[src/rtl/pixel_arbiter.sv]
// Two-port pixel arbiter: per-port 4-deep FIFOs drained round-robin into one registered VGA write.
// Define PIXEL_ARBITER_CLIP_EN to drop off-screen pixels (x>=160 or y>=120) before they are queued.
module pixel_arbiter (
  input  logic       clk,
  input  logic       reset,
  input  logic [9:0] a_x,
  input  logic [9:0] a_y,
  input  logic [2:0] a_colour,
  input  logic       a_wren,
  input  logic [9:0] b_x,
  input  logic [9:0] b_y,
  input  logic [2:0] b_colour,
  input  logic       b_wren,
  output logic       a_ready,
  output logic       b_ready,
  output logic       a_ovf,
  output logic       b_ovf,
  output logic [9:0] vga_x,
  output logic [9:0] vga_y,
  output logic [2:0] vga_colour,
  output logic       vga_wren
);

  localparam int unsigned Depth = 4;

  logic [22:0] mem_q [2][Depth];
  logic [1:0]  wptr_q [2];
  logic [1:0]  rptr_q [2];
  logic [2:0]  cnt_q  [2];
  logic [2:0]  cnt_d  [2];
  logic [1:0]  ovf_q;
  logic        last_grant_q;  // 0 = A granted last, 1 = B

  logic [22:0] in_data [2];
  logic [1:0]  in_wren, full, empty, clip, push, pop;
  logic        gnt_valid, gnt_sel;

  logic [9:0]  vga_x_q, vga_y_q;
  logic [2:0]  vga_colour_q;
  logic        vga_wren_q;

  always_comb begin
    in_data[0] = {a_x, a_y, a_colour};
    in_data[1] = {b_x, b_y, b_colour};
    in_wren    = {b_wren, a_wren};
    full       = '0;
    empty      = '0;
    clip       = '0;
    push       = '0;
    for (int p = 0; p < 2; p++) begin
      full[p]  = (cnt_q[p] == 3'd4);
      empty[p] = (cnt_q[p] == 3'd0);
`ifdef PIXEL_ARBITER_CLIP_EN
      clip[p]  = (in_data[p][22:13] >= 10'd160) || (in_data[p][12:3] >= 10'd120);
`else
      clip[p]  = 1'b0;
`endif
      push[p]  = in_wren[p] & ~clip[p] & ~full[p];
    end
    gnt_valid = ~(empty[0] & empty[1]);
    // Contested: the port not served last time; otherwise whichever is non-empty.
    if (!empty[0] && !empty[1]) gnt_sel = ~last_grant_q;
    else                        gnt_sel = empty[0];
    pop[0] = gnt_valid & ~gnt_sel;
    pop[1] = gnt_valid & gnt_sel;
    for (int p = 0; p < 2; p++) begin
      cnt_d[p] = cnt_q[p] + {2'b00, push[p]} - {2'b00, pop[p]};
    end
  end

  always_ff @(posedge clk) begin
    for (int p = 0; p < 2; p++) begin
      if (!reset && push[p]) mem_q[p][wptr_q[p]] <= in_data[p];
    end
  end

  always_ff @(posedge clk) begin
    if (reset) begin
      for (int p = 0; p < 2; p++) begin
        wptr_q[p] <= 2'd0;
        rptr_q[p] <= 2'd0;
        cnt_q[p]  <= 3'd0;
      end
      ovf_q        <= 2'b00;
      last_grant_q <= 1'b1;
      vga_x_q      <= 10'd0;
      vga_y_q      <= 10'd0;
      vga_colour_q <= 3'd0;
      vga_wren_q   <= 1'b0;
    end else begin
      for (int p = 0; p < 2; p++) begin
        if (push[p]) wptr_q[p] <= wptr_q[p] + 2'd1;
        if (pop[p])  rptr_q[p] <= rptr_q[p] + 2'd1;
        cnt_q[p] <= cnt_d[p];
      end
      // A strobe into a full FIFO overflows even if that FIFO pops this cycle.
      ovf_q      <= ovf_q | (in_wren & ~clip & full);
      vga_wren_q <= gnt_valid;
      if (gnt_valid) begin
        {vga_x_q, vga_y_q, vga_colour_q} <= mem_q[gnt_sel][rptr_q[gnt_sel]];
        last_grant_q                     <= gnt_sel;
      end
    end
  end

  assign a_ready    = ~full[0];
  assign b_ready    = ~full[1];
  assign a_ovf      = ovf_q[0];
  assign b_ovf      = ovf_q[1];
  assign vga_x      = vga_x_q;
  assign vga_y      = vga_y_q;
  assign vga_colour = vga_colour_q;
  assign vga_wren   = vga_wren_q;

endmodule

[config.mk]
export PLATFORM = sky130hd
export DESIGN_NAME = pixel_arbiter
export DESIGN_NICKNAME = d
export VERILOG_FILES = /design/src/rtl/pixel_arbiter.sv
export SDC_FILE = /design/constraint.sdc
export NUM_CORES = 1
export LEC_CHECK = 0
export BUFFER_PORTS_ARGS = -buffer_cell sky130_fd_sc_hd__buf_2
export CAP_MARGIN = 30
export CORE_MARGIN = 2
export CORE_UTILIZATION = 40
export DETAILED_ROUTE_END_ITERATION = 8
export GPL_ROUTABILITY_DRIVEN = 0
export PLACE_DENSITY = 0.58
export REMOVE_ABC_BUFFERS = 1
export SYNTH_ARGS = -nofsm -noshare
export SYNTH_HDL_FRONTEND = slang
export SYNTH_SLANG_ARGS = --single-unit
export TNS_END_PERCENT = 100
[constraint.sdc]
create_clock -name clk -period 3.25 [get_ports clk]
set_clock_uncertainty 0.1 [all_clocks]
set_input_delay 0.325 -clock clk [delete_from_list [all_inputs] [get_ports clk]]
set_output_delay 0.325 -clock clk [all_outputs]
set_load 0.05 [all_outputs]
==> run_results.csv, run 1 <==
group,metric,value,unit
logic_synthesis,synth_seq_cells,225,
route,via_count,4488,
timing,setup_viol,0,
logic_synthesis,synth_area,8700,um2
floorplan,num_rows,53,
clock_network,cts_root_buf,"clkbuf_16",
global_routing,grt_overflow,0,
layout,nNetsFinal,660,
power_and_ir_drop,power.total,9.27,mW
route,met1Wirelength,7930,um
logic_synthesis,synth-edff-count,192,
clock_network,cts_sinks,225,
clock_network,cts_setup_buffers,0,
run_status,status,"finished clean",
clock_network,clock_path_buffers,3,
logic_synthesis,ys_seq_area_frac,0.739,
timing,finalCritPeriodShare,0.789,
worst_setup_path,worst-setup-path-type,"reg -> reg",
timing,drv_slew,0,
logic_synthesis,ys.flop_type,"edfxtp_1",
logic_synthesis,yosys-top-cells-count,"edfxtp_1, mux4_2, nor2_1",
worst_setup_path,cp_slowest_cell,"or3_4",
worst_setup_path,path_max_fanout,6,
logic_synthesis,synthAdderAreaFrac,0.0219,
logic_synthesis,yosysTopAreaCell,"edfxtp_1",
worst_hold_path,hold_path_class,"in -> reg",
logic_synthesis,synth_compound_area_frac,0.0237,
placed_design,portBuffers,77,
logic_synthesis,synthTopCellsByArea,"edfxtp_1, mux4_2, dfxtp_1, mux2i_1, a211oi_1",
clock_network,tritoncts.num_buffers,24,
worst_setup_path,crit_required,3.53,ns
floorplan,io_pins,78,
global_routing,grt.total_usage,0.161,
run,drv_cap,0,
timing,period_minus_slack,2.56,ns
timing,setup_tns,0,ns
logic_synthesis,synth_warnings,0,
logic_synthesis,synthDistinctLibCells,28,
timing,relSlewSlack,0.434,
power_and_ir_drop,p_leak,3.83,nW
route,ant_nets,0,
clock_network,cts_tree,"done",
logic_synthesis,yosys.area_share.simple,0.0396,
logic_synthesis,synth_mux_area_frac,0.146,
worst_setup_path,slowest_delay,0.41,ns
timing,rsz0062_at_grt,"false",
layout,final_cells,888,
placed_design,post-place-ws,0.698,ns
placed_design,hpwl,11300,um
clock_network,h-tree-depth,1,
global_routing,grt_pass1_wl,27100,um
logic_synthesis,synth_top_area_share,0.663,
global_routing,grt_pass1_vias,4592,
worst_setup_path,end_kind,"register",
route,dr_wl_met2,8690,um
route,wl_per_cell,20.2,um
power_and_ir_drop,powerDensity,866,nW/um2
route,drt_iter0_drc,310,
layout,fin_area,10700,um2
floorplan,dieWidth,151,um
worst_setup_path,arrival,2.84,ns
timing,worst_pin_slew,0.849,ns
floorplan,die_area,22900,um2
layout,layout-drive-gt1-share,0.310,
route,first_pass_iters,4,
clock_network,clk_latency,0.51,ns
route,wirelength,18000,um
route,drc,0,
global_routing,antenna_found_initial,1,
placed_design,dp_cells,797,
logic_synthesis,yosysMostFrequentCell,"edfxtp_1",
floorplan,die_h,151,um
layout,syn2layout_area_growth,23.0,%
floorplan,start_util,0.411,
power_and_ir_drop,irDropWorstVdd,453,uV
timing,hold_viol,0,
timing,setup_ws,0.687,ns
logic_synthesis,syn_inst,444,
clock_network,postCtsHoldBufs,48,
logic_synthesis,synth_top_family_by_area,"multiplexers",
clock_network,cts_resized,0,
logic_synthesis,avgSynthCellArea,19.6,um2
layout,n_antenna_cell,0,
route,dr.max_layer_used,"met5",
worst_setup_path,critPathLaunchType,"register",
logic_synthesis,synthArstFlopShare,0,
layout,fillers,1745,
timing,max_freq,390,MHz
placed_design,dpl_cell_area,9470,um2
worst_setup_path,crit_chain,"or3_4 > nor2b_1 > nor2_1 > ha_1 > inv_1 > ha_1 > fa_1 > xnor2_1 > nor2_1",
route,via_per_inst,5.05,
global_routing,grt_max_degree,48,
route,met3_length,926,um
logic_synthesis,synth_xor_area_frac,0.00604,
clock_network,clk_pin_slew,0.06,ns
timing,hold_ws,0.161,ns
layout,final_core_util,0.506,
floorplan,core-area,21200,um2
-- power by group --
group / switching (mW) / total [mW] / internal (mW) / leakage [nW]
registers: 0.217 / 3.75 / 3.53 / 2.03
logic: 1.72 / 2.95 / 1.23 / 1.44
clock network: 1.06 / 2.57 / 1.50 / 0.361
-- cell families after synthesis --
logic type	after synthesis
adder cells (fa/ha/maj)	14
AND/OR/NAND/NOR	65
flip-flops	225
buffers and inverters	38
multiplexers	69
XOR/XNOR	6
AO/OA/AOI/OAI	27
-- registers in the layout, indices dropped and copies added (netlist names) --
name,cells
last_grant_q,1
vga_colour,3
vga_x,10
rptr_q,4
ovf_q,2
mem_q,184
cnt_q,6
vga_y,10
wptr_q,4
vga_wren,1
-- critical path, delay by kind of cell, from the launching register on --
kind / cells / cell delay (ns)
simple gates: 4 / 0.93
buf+inv: 1 / 0.04
xor+xnor: 1 / 0.16
fa+ha+maj: 3 / 0.85
flops: 1 / 0.35
-- routing by layer --
layer	vias up	GRT usage
met1	2291	0.220
li1	2059	-
met5	-	0
met2	106	0.266
met4	2	0.0421
met3	30	0.0323
-- final timing paths --
path,startpoint,endpoint,slack (ns),cells past startpoint
worst max register to register,cnt_q[0][1]$_SDFF_PP0_,cnt_q[0][5]$_SDFF_PP0_,0.69,9
worst min-delay path,reset,cnt_q[0][1]$_SDFF_PP0_,0.16,2
worst max-delay path,cnt_q[0][1]$_SDFF_PP0_,cnt_q[0][5]$_SDFF_PP0_,0.69,9
worst min register to register,ovf_q[1]$_SDFF_PP0_,ovf_q[1]$_SDFF_PP0_,0.37,2
-- final cells by class --
cell class                 instances  area [um2]  area share
clock inverter                    13        96.3     0.00900
clock buffer                      30         654      0.0612
timing repair buffer             150        1070      0.0996
multi-input combinational        181        2060       0.192
tap                              275         344      0.0322
sequential                       225        6430       0.601
inverter                          14        52.6     0.00491
-- cells in the final DEF (no fill, tap or decap), drive strengths merged, types with 12 or more instances in the layout --
| master | netlist | layout |
|---|---|---|
| a211oi | 23 | 23 |
| buf | 15 | 102 |
| clkbuf | 9 | 30 |
| dfxtp | 33 | 33 |
| dlygate4sd3 | 0 | 48 |
| edfxtp | 192 | 192 |
| ha | 12 | 12 |
| inv | 14 | 14 |
| mux2i | 23 | 23 |
| mux4 | 46 | 46 |
| nor2 | 34 | 34 |
Power figures use the tool's default switching activity.
==> run 2: changes to the inputs <==
--- a/config.mk
+++ b/config.mk
@@ -11,7 +11,7 @@
 export CORE_UTILIZATION = 40
 export DETAILED_ROUTE_END_ITERATION = 8
 export GPL_ROUTABILITY_DRIVEN = 0
-export PLACE_DENSITY = 0.58
+export PLACE_DENSITY = 0.61
 export REMOVE_ABC_BUFFERS = 1
 export SYNTH_ARGS = -nofsm -noshare
 export SYNTH_HDL_FRONTEND = slang
==> constraint.sdc (replaced) <==
create_clock -name clk -period 2.1 [get_ports clk]
set_clock_uncertainty 0.1 [all_clocks]
set_input_delay 0.21 -clock clk [delete_from_list [all_inputs] [get_ports clk]]
set_output_delay 0.21 -clock clk [all_outputs]
set_load 0.05 [all_outputs]
==> run_results.csv, run 2 (synthesis results as in run 1) <==
group,metric,value,unit
run_status,status,"finished with violations",
run_status,violations,"setup timing",
clock_network,cts_root_buf,"clkbuf_16",
floorplan,dieWidth,151,um
power_and_ir_drop,switchingPower,4.69,mW
clock_network,tritoncts.num_buffers,24,
timing,finalCritPeriodShare,1.07,
layout,largest_reg_flops,184,
floorplan,core-area,21200,um2
clock_network,clock_path_buffers,3,
worst_setup_path,path_max_fanout,3,
power_and_ir_drop,p_int,10.6,mW
clock_network,cts_tree,"done",
worst_setup_path,critPathLaunchType,"register",
layout,final_core_util,0.524,
clock_network,cts_sinks,225,
route,ant_nets,0,
clock_network,clk_latency,0.51,ns
power_and_ir_drop,clkPwrFrac,0.304,
placed_design,hpwl,10900,um
global_routing,grt_max_degree,48,
route,first_pass_iters,4,
timing,worst_pin_slew,0.563,ns
global_routing,grt_pass1_vias,4658,
power_and_ir_drop,powerDensity,1380,nW/um2
floorplan,die_h,151,um
timing,drv_slew,0,
layout,syn2layout_area_growth,27.3,%
timing,hold_ws,0.101,ns
clock_network,clk_pin_slew,0.07,ns
worst_setup_path,worst-setup-path-type,"reg -> reg",
placed_design,dp_cells,805,
route,wirelength,17100,um
route,drt_iter0_drc,217,
layout,final_cell_mix,"edfxtp_1, buf_2, dlygate4sd3_1, mux4_2, nor2_1",
layout,final_common_cell,"edfxtp_1",
clock_network,h-tree-depth,1,
global_routing,grt.total_usage,0.154,
timing,setup_viol,4,
power_and_ir_drop,comb_power_share,0.322,
worst_setup_path,crit_chain,"or3_4 > o21ai_4 > inv_2 > ha_4 > inv_4 > ha_4 > inv_2 > fa_2 > xor2_1 > xnor2_1 > nor2_1",
power_and_ir_drop,irDropWorstVdd,987,uV
power_and_ir_drop,p_leak,3.99,nW
power_and_ir_drop,seqPwrFrac,0.374,
global_routing,grt_pass1_wl,26200,um
worst_setup_path,reg2reg_slack,-0.15,ns
worst_setup_path,crit_family,"adder cells",
global_routing,grt_overflow,0,
worst_hold_path,hold_path_class,"in -> reg",
route,drc,0,
layout,nNetsFinal,669,
worst_setup_path,slowest_delay,0.41,ns
timing,period_minus_slack,2.25,ns
floorplan,num_rows,53,
route,via_per_inst,4.99,
floorplan,die_area,22900,um2
global_routing,antenna_found_initial,1,
timing,hold_viol,0,
worst_setup_path,arrival,2.54,ns
worst_setup_path,crit_required,2.39,ns
timing,max_freq,445,MHz
worst_setup_path,cp_slowest_cell,"or3_4",
timing,setup_tns,-0.390,ns
route,via_count,4487,
placed_design,portBuffers,77,
floorplan,start_util,0.411,
run,drv_cap,0,
floorplan,io_pins,78,
power_and_ir_drop,switching_share,0.307,
layout,layout-drive-gt1-share,0.352,
timing,relSlewSlack,0.624,
layout,final_cells,899,
placed_design,post-place-ws,-0.219,ns
timing,rsz0062_at_grt,"true",
worst_setup_path,path_buf_inv,3,
worst_setup_path,end_kind,"register",
timing,setup_ws,-0.147,ns
route,wl_per_cell,19.0,um
## run 2: timing repair
action | CTS | global route
endpoints found under the hold margin | 186 | 0
setup endpoints to repair | 4 | 136
pin swaps | 5 | 7
buffers inserted | 1 | 1
gates resized for setup | 8 | 9
hold buffers | 48 | 0
## run 2: worst paths after layout
path                                             start                     end  cells after the start
worst max-delay path            cnt_q[0][2]$_SDFF_PP0_  cnt_q[0][2]$_SDFF_PP0_                     11
worst min-delay path                             reset     ovf_q[1]$_SDFF_PP0_                      3
worst max register to register  cnt_q[0][2]$_SDFF_PP0_  cnt_q[0][2]$_SDFF_PP0_                     11
worst min register to register     ovf_q[0]$_SDFF_PP0_     ovf_q[0]$_SDFF_PP0_                      2
## run 2: tightest hold or removal path: stages
cell	delay, ns
buf_2	0.14
buf_4	0.21
nor2_1	0.11
## run 2: layout make-up
cell class              instances  area, um2
inverters                      14       55.1
clock buffers                  34        709
well taps                     275        344
flip-flops and latches        225       6430
multi-input cells             181       2110
clock inverters                10        189
fillers                      1706      10100
repair buffers                159       1230
diodes                          1       2.50
## run 2: per-stage QoR
stage | area, um2 | power, mW
floorplan | 8540 | 9.12
global placement | 9630 | 10.4
detailed placement | 9630 | 10.6
CTS | 11000 | 15.4
global route | 11100 | 16.0
finish | 11100 | 15.3
## run 2: power by group through the flow
stage	Clock (mW)	Combinational [mW]	Sequential, mW
final	4.64	4.92	5.71
after detailed placement	0	4.77	5.80
after global placement	0	4.67	5.77
after floorplan	0	2.40	6.72
after global routing	4.89	5.36	5.76
after CTS	4.72	4.96	5.71
## run 2: layer usage
metal  global-route usage  part of all wire
met3               0.0284             0.049
met4               0.0350             0.015
met2                0.271              0.51
met5                    0                 0
met1                0.199              0.43
